**config.mk**
```make
export PLATFORM = sky130hd
export DESIGN_NAME = bcd_seq_mult
export DESIGN_NICKNAME = d
export VERILOG_FILES = /design/src/rtl/bcd_pkg.sv /design/src/rtl/bcd_adder.sv /design/src/rtl/bcd_seq_mult.sv
export SDC_FILE = /design/constraint.sdc
export NUM_CORES = 1
export LEC_CHECK = 0
export ABC_AREA = 1
export BUFFER_PORTS_ARGS = -buffer_cell sky130_fd_sc_hd__buf_2
export CAP_MARGIN = 10
export CORE_ASPECT_RATIO = 0.8
export CORE_MARGIN = 5
export CORE_UTILIZATION = 48
export CTS_BUF_LIST = sky130_fd_sc_hd__clkbuf_8
export DETAILED_ROUTE_END_ITERATION = 16
export HOLD_SLACK_MARGIN = 0.03
export PLACE_DENSITY_LB_ADDON = 0.05
export SETUP_SLACK_MARGIN = 0.3
export SYNTH_ARGS = -nofsm -noshare
export SYNTH_HDL_FRONTEND = slang
export SYNTH_SLANG_ARGS = --single-unit
```
**constraint.sdc**
```tcl
create_clock -name clk -period 9.81 [get_ports clk]
set_input_delay 0.981 -clock clk [delete_from_list [all_inputs] [get_ports clk]]
set_output_delay 0.981 -clock clk [all_outputs]
set_load 0.03 [all_outputs]
```
**src/rtl/bcd_pkg.sv**
```systemverilog
// Shared definitions for the BCD sequential multiplier: operand geometry,
// FSM state encoding and a BCD digit-validity helper.
package bcd_pkg;

  localparam int NDIG  = 7;
  localparam int DIGW  = 4;
  localparam int WORDW = NDIG * DIGW;

  typedef enum logic [1:0] {
    IDLE  = 2'd0,
    SHIFT = 2'd1,
    ADD   = 2'd2,
    DONE  = 2'd3
  } state_t;

  // A BCD digit is legal only in the range 0..9.
  function automatic logic digit_ok(input logic [DIGW-1:0] d);
    return (d <= 4'd9);
  endfunction

  // True when every packed digit of a word is a legal BCD digit.
  function automatic logic word_ok(input logic [WORDW-1:0] w);
    logic ok;
    ok = 1'b1;
    for (int i = 0; i < NDIG; i++) begin
      ok = ok & digit_ok(w[i*DIGW +: DIGW]);
    end
    return ok;
  endfunction

endpackage

```
**src/rtl/bcd_adder.sv**
```systemverilog
// Combinational 7-digit packed-BCD adder with ripple decimal carry.
// Mr holds the low 7 digits of M1+M2; carry is the decimal carry out of
// the most significant digit.
module BCD_adder
  import bcd_pkg::*;
(
  input  logic [WORDW-1:0] M1,
  input  logic [WORDW-1:0] M2,
  output logic [WORDW-1:0] Mr,
  output logic             carry
);

  // Digit-serial ripple: binary digit sum, corrected by +6 when above 9.
  always_comb begin : add_chain
    logic [4:0] s;
    logic       c;
    c  = 1'b0;
    s  = '0;
    Mr = '0;
    for (int i = 0; i < NDIG; i++) begin
      s = {1'b0, M1[i*DIGW +: DIGW]} + {1'b0, M2[i*DIGW +: DIGW]} + {4'b0000, c};
      if (s > 5'd9) begin
        s = s + 5'd6;
        c = 1'b1;
      end else begin
        c = 1'b0;
      end
      Mr[i*DIGW +: DIGW] = s[3:0];
    end
    carry = c;
  end

endmodule

```
**src/rtl/bcd_seq_mult.sv**
```systemverilog
// Sequential packed-BCD multiplier, MSD-first shift-and-add.
//
//   state | meaning
//   ------+-----------------------------------------------------------
//   IDLE  | waiting for start; latches operands and validates digits
//   SHIFT | acc = acc*10 (one digit shift), load repeat count from b
//   ADD   | acc = acc + a, once per cycle, count times
//   DONE  | publish product/overflow/err with a one-cycle done pulse
//
// Latency from the start-sampling edge to done is 8 + (sum of b digits),
// or 1 cycle when an operand digit is illegal.
module bcd_seq_mult
  import bcd_pkg::*;
#(
  parameter int NDIG = 7
) (
  input  logic                 clk,
  input  logic                 rst_n,
  input  logic                 start,
  input  logic [NDIG*DIGW-1:0] a,
  input  logic [NDIG*DIGW-1:0] b,
  output logic                 busy,
  output logic                 done,
  output logic [NDIG*DIGW-1:0] product,
  output logic                 overflow,
  output logic                 err
);

  localparam int W = NDIG * DIGW;

  state_t           state;
  logic [W-1:0]     a_lat;
  logic [W-1:0]     b_lat;
  logic [W-1:0]     acc;
  logic             ovf;
  logic             err_int;
  logic [2:0]       idx;
  logic [DIGW-1:0]  cnt;

  logic [W-1:0]     sum;
  logic             sum_carry;
  logic [DIGW-1:0]  bdig;
  logic             operands_ok;

  BCD_adder u_adder (
    .M1    (acc),
    .M2    (a_lat),
    .Mr    (sum),
    .carry (sum_carry)
  );

  assign bdig        = b_lat[{idx, 2'b00} +: DIGW];
  assign operands_ok = word_ok(a) && word_ok(b);

  // Main FSM: operand latch, shift/add datapath and registered outputs.
  always_ff @(posedge clk or negedge rst_n) begin
    if (!rst_n) begin
      state    <= IDLE;
      busy     <= 1'b0;
      done     <= 1'b0;
      product  <= '0;
      overflow <= 1'b0;
      err      <= 1'b0;
      a_lat    <= '0;
      b_lat    <= '0;
      acc      <= '0;
      ovf      <= 1'b0;
      err_int  <= 1'b0;
      idx      <= '0;
      cnt      <= '0;
    end else begin
      done <= 1'b0;
      case (state)
        IDLE: begin
          // A start coinciding with the done pulse is held off one cycle.
          if (start && !done) begin
            a_lat   <= a;
            b_lat   <= b;
            acc     <= '0;
            ovf     <= 1'b0;
            err_int <= !operands_ok;
            idx     <= 3'(NDIG - 1);
            busy    <= 1'b1;
            state   <= operands_ok ? SHIFT : DONE;
          end
        end
        SHIFT: begin
          acc <= {acc[W-DIGW-1:0], 4'h0};
          if (acc[W-1 -: DIGW] != '0) ovf <= 1'b1;
          cnt <= bdig;
          if (bdig != '0) begin
            state <= ADD;
          end else if (idx == '0) begin
            state <= DONE;
          end else begin
            idx   <= idx - 1'b1;
            state <= SHIFT;
          end
        end
        ADD: begin
          acc <= sum;
          if (sum_carry) ovf <= 1'b1;
          cnt <= cnt - 1'b1;
          if (cnt == 4'd1) begin
            if (idx == '0) begin
              state <= DONE;
            end else begin
              idx   <= idx - 1'b1;
              state <= SHIFT;
            end
          end
        end
        DONE: begin
          done     <= 1'b1;
          product  <= acc;
          overflow <= ovf;
          err      <= err_int;
          busy     <= 1'b0;
          state    <= IDLE;
        end
        default: begin
          busy  <= 1'b0;
          state <= IDLE;
        end
      endcase
    end
  end

endmodule

```
[After elaboration in Yosys (flattened, before gate mapping)]
Index checks and enable logic that the tools add are counted.
Word-level totals
  register bits: 127
  bits of input ports: 59
  output and inout port bits: 32
  word-level logic and storage cells: 130
Operators by class
  add/sub/neg operators: 22
  order comparisons: 21
  eq/ne operators: 9
  shift-type cells: 1
  mux-type cells: 35
  bitwise gates (word level): 12
  reductions and logical operators: 17
Operators by type and width (count)
  case mux 28 bit (3 select lines): 1
  <= comparator 4 bit, second input constant: 14
  adder 4 x 4 -> 5 bit: 7
  greater-than comparator 5 x 4 -> 1 bit, second input constant: 7
  adder 5 x 1 -> 5 bit: 6
  adder 4 x 3 -> 4 bit, second input constant: 7
  2-to-1 mux 28 bit: 1
  2-to-1 mux 4 bit: 7
  variable part select 28 x 6 -> 4 bit: 1
  bitwise AND 1 bit: 12
  2-to-1 mux 1 bit: 12
  2-to-1 mux 3 bit: 4
  2-to-1 mux 2 bit: 5
  inequality test 2 bit, second input constant: 5
  case mux 3 bit (3 select lines): 1
  case mux 2 bit (4 select lines): 1
  case mux 4 bit (2 select lines): 1
  AND reduction 2 bit: 4
  AND reduction 4 bit: 2
  nonzero test 4 bit: 2
  == test 2 bit, second input constant: 2
  == test 4 x 1 -> 1 bit, second input constant: 1
  nonzero test 2 bit: 2
  subtractor 4 x 1 -> 4 bit, second input constant: 1
  9 further kinds: 11

[Depth between registers and ports, before layout]
  depth in word-level cells: 23
  mapped depth: 61
  mapped depth without buffers: 61

[By module]
Synthesis repeated with hierarchy kept, for this count alone.
Second synthesis, totals
  cells, all modules: 1053
  area, all modules: 7945.1 µm²
Modules (own cells, without submodules)
  bcd_seq_mult: times used 1, cells an instance 695, area each 5734.2 µm², seq. area each 3178.0 µm²
  BCD_adder: times used 1, cells an instance 358, area each 2210.9 µm², seq. area each 0.0 µm²

[Worst setup path after synthesis]
Ideal clock, no wire load.
  path kind: reg-to-reg
  start point: register acc[0]
  end point: register acc[26]
  library setup time: 0.120 ns
  arrival: 9.207 ns
  required time: 9.690 ns
  path slack: 0.483 ns
  cell stages (with the launch flop): 61
  path buffers: 0
  period minus slack after synthesis: 9.327 ns
  cell sequence: dfrtp_1 ha_1 inv_1 fa_1 or2_1 nand2_1 nand2_1 nand2_1 nand2_1 inv_2 fa_1 inv_1 fa_1 xnor2_1 nand2_1 nand2_1 nand2_1 inv_2 [25 not listed] inv_1 fa_1 xnor2_1 ha_1 nand2_1 nand3_1 nand2_1 fa_1 fa_1 xnor2_1 ha_1 inv_1 nor2_1 a31oi_1 nand2_1 nand2_1 nand2_1 a31o_1
Between the ends
  longest elaborated chain between the ends: 22
  elaborated cells on any way between the ends: 23
  classes of those cells: add/sub (8); order compare (7); mux (8)
Ends and longest elaborated chain
  from (decl): line bcd_seq_mult.sv:34  | logic [W-1:0] acc;
  from (signal assigned): line bcd_seq_mult.sv:88  | acc <= {acc[W-DIGW-1:0], 4'h0};
  from (signal assigned): line bcd_seq_mult.sv:101  | acc <= sum;
  adder 4 x 4 -> 5 bit (*): line bcd_adder.sv:21  | s = {1'b0, M1[i*DIGW +: DIGW]} + {1'b0, M2[i*DIGW +: DIGW]} + {4'b0000, c};
  greater-than comparator 5 x 4 -> 1 bit (*): line bcd_adder.sv:22  | if (s > 5'd9) begin
  2-to-1 mux 1 bit (*): line bcd_adder.sv:22
  adder 5 x 1 -> 5 bit (*): line bcd_adder.sv:21
  greater-than comparator 5 x 4 -> 1 bit (*): line bcd_adder.sv:22
  2-to-1 mux 1 bit (*): line bcd_adder.sv:22
  adder 5 x 1 -> 5 bit (*): line bcd_adder.sv:21
  greater-than comparator 5 x 4 -> 1 bit (*): line bcd_adder.sv:22
  [6 not listed]
  2-to-1 mux 1 bit (*): line bcd_adder.sv:22
  adder 5 x 1 -> 5 bit (*): line bcd_adder.sv:21
  greater-than comparator 5 x 4 -> 1 bit (*): line bcd_adder.sv:22
  2-to-1 mux 1 bit (*): line bcd_adder.sv:22
  adder 5 x 1 -> 5 bit (*): line bcd_adder.sv:21
  adder 4 x 3 -> 4 bit / greater-than comparator 5 x 4 -> 1 bit (equally long branches): line bcd_adder.sv:23, bcd_adder.sv:22
  2-to-1 mux 4 bit (*): line bcd_adder.sv:22
  case mux 28 bit (3 select lines) (*): line bcd_seq_mult.sv:73  | case (state)
Every way passes the cells marked *; elsewhere a longest branch is shown, timed or not.
A chain may end at the register's enable or synchronous reset.

[Worst setup path in the final report]
Ends and elaborated chain as after synthesis.

==> impl_metrics.ini <==
[sta]
setup_viol = 1
clock-skew-final_ns = 0.009271
tightest_slew_ns = 1.092
fin_crit_sh_pct = 100.2
tns_ns = -0.02109
rsz0062_at_grt = true
fin_crit_ns = 9.831
max_freq_mhz = 101.7
slew_headroom_pct = 27.11
fin_ws_ns = -0.02109
slew_violations = 0
finalHoldViolCount = 0

[synthesis]
syn_area_mm2 = 0.006979
synth_edf_count = 0
synth.area.top_cells = dfrtp_1, nand2_1, ha_1
synthArstFlopShare_pct = 100.0
yosys.area.top_type = dfrtp_1
syn_avg_cell_area_um2 = 8.115
ys_types = 36
synth_common_cells = nand2_1, dfrtp_1, inv_1
synth_cells = 860
yosysMostFrequentCell = nand2_1
ys_warn_count = 0
synth_nets = 970
yosysSeqAreaShare_pct = 45.54
ys_seq_elements = 127
synthFlopType = dfrtp_1
synth_top_area_share_pct = 45.54

[critical_path]
critPathLaunch = acc[0]
crit_path_end_kind = register
reg2reg_slack_ns = -0.02
crit_path_start_kind = register
worstSetupPathType = reg2reg
slowest_delay_ns = 0.60
r2r-start = acc[0]
crit_slowest_cell = fa_2
required_ns = 10.15
cpMostUsedCell = inv_2
cp_max_fo = 5
critPathArrivalTime_ns = 10.17

[route]
via_per_inst = 5.145
drt_pre_antenna_iters = 5
drt.antenna.violating_nets = 0
vias = 6051
post-route-drc-count = 0
first_iter_violations = 371
routed_wirelength_mm = 18.61
wl_per_cell_um = 15.82

[outcome]
status = finished with violations
violations = negative setup slack

[placement]
hpwl_mm = 12.74
port_buffers = 90
place_congestion = 0.9241

[die]
num_rows = 39
ios = 91
coreArea_mm2 = 0.01425
die_x_um = 144.8
fp.dieArea_mm2 = 0.01707
start_util_pct = 48.98
fp.dieH_um = 117.9

[grt]
grt-ovfl-total = 0
antenna_found_initial = 0
groute.usage.overall_pct = 22.48
grt_pass1_vias = 6109
grt_max_degree = 71
grt_pass1_wl_mm = 30.30

[cts]
clkLatencyLatePin_ns = 0.45
htreeDepth = 4
clk_pin_slew_ns = 0.08
cts_tree = done
cts_root_buf = clkbuf_8
cts_buffers = 17
cts_buffer_depth = 2
cts.sinks = 127

[finish]
seqCellArea_mm2 = 0.003178
multiInputGateArea_mm2 = 0.003383
final_layout_size_suffix_gt1_share_pct = 25.50
fillers = 1285
antenna_cells = 0
areaGrowthSynthToFinish_pct = 21.17
nets = 1089

[power]
cellPowerDensity_mw_per_mm2 = 441.4
leakage_uw = 0.004528
power_uw = 3733
peakVddDrop_mv = 0.2340

[min_path]
hold_class = reg2reg
hp-start = err

[run]
maxCapViolations = 0
-- power breakdown --
group,leakage [uW],internal [uW],total (uW),switching (uW)
logic,0.00267,947,2300,1360
clock network,0.000211,283,508,225
registers,0.00165,753,920,168
-- per-stage QoR --
stage               cells  hold slack, ns  instance area (um2)  setup WS (ns)  utilization [%]
finish               1176          0.4692                 8457       -0.02109            59.35
global route         1176          0.4930                 8457        -0.4500            59.35
CTS                  1150          0.4739                 8153        0.02350            57.22
detailed placement   1111          0.4543                 7582        -0.4173            53.21
global placement     1111          0.4489                 7582         0.1670            53.21
floorplan             860          0.4495                 6979         0.4833                -
-- cells by family (layout without fill, tap and decap cells) --
kind of cell	count (synthesis)	in the layout	synth area share (%)
flops	127	127	45.54
simple gates	352	352	20.26
buf+inv	157	289	8.749
fa+ha+maj	51	51	10.54
compound gates	158	158	13.03
xor+xnor	15	15	1.882
-- metal layers --
layer	routed length (um)	vias up	track usage, %
li1	-	2984	-
met2	8129	146	32.75
met1	9204	2881	33.15
met5	0	-	0
met4	452	0	7.984
met3	824	40	4.549
-- registers in the layout, summed over array words and instances (netlist names), 2 cells and up --
signal,count
state,2
a_lat,28
b_lat,28
idx,3
product,28
acc,28
cnt,4
-- worst max-delay path: cells and delay by family (launching register included) --
kind            cells  cell delay (ns)
buf+inv            18             1.18
simple gates       22             1.99
flops               1             0.37
compound gates      3             0.40
fa+ha+maj          16             5.76
-- path summary, 6_finish.rpt --
kind                                 to  cells after the start
worst min register to register      err                      2
worst max register to register  acc[26]                     59
max in group asynchronous        acc[7]                      2
min in group asynchronous       err_int                      1
worst max-delay path            acc[26]                     59
worst min-delay path                err                      2
-- placed cells by master, fill, tap and decap left out, drive strengths merged, types with 5 or more instances in the layout --
master,Yosys,layout
o221ai,9,9
nand2,284,284
buf,12,129
a21oi,31,31
o211ai,10,10
xnor2,6,6
clkbuf,17,18
o21bai,5,5
a21o,5,5
o21ai,84,84
dfrtp,127,127
nor2,16,16
nand3,46,46
clkinv,0,6
inv,128,128
xor2,9,9
a22oi,6,6
ha,38,38
fa,13,13
-- cell type report --
cell class              count  area share, %
clock buffers              18          2.929
clock inverters            14          2.264
inverters                 128          5.681
multi-input cells         576          40.01
flip-flops and latches    127          37.58
well taps                 184          2.722
repair buffers            129          8.818
-- repair_timing --
action                     4_1_cts  5_1_grt
hold buffers                     0        0
cloned                           0        0
setup endpoints to repair        4        4
setup buffers                    7       26
gates resized for setup         31       32
pin swaps                        8       21
Power figures use the tool's default switching activity.
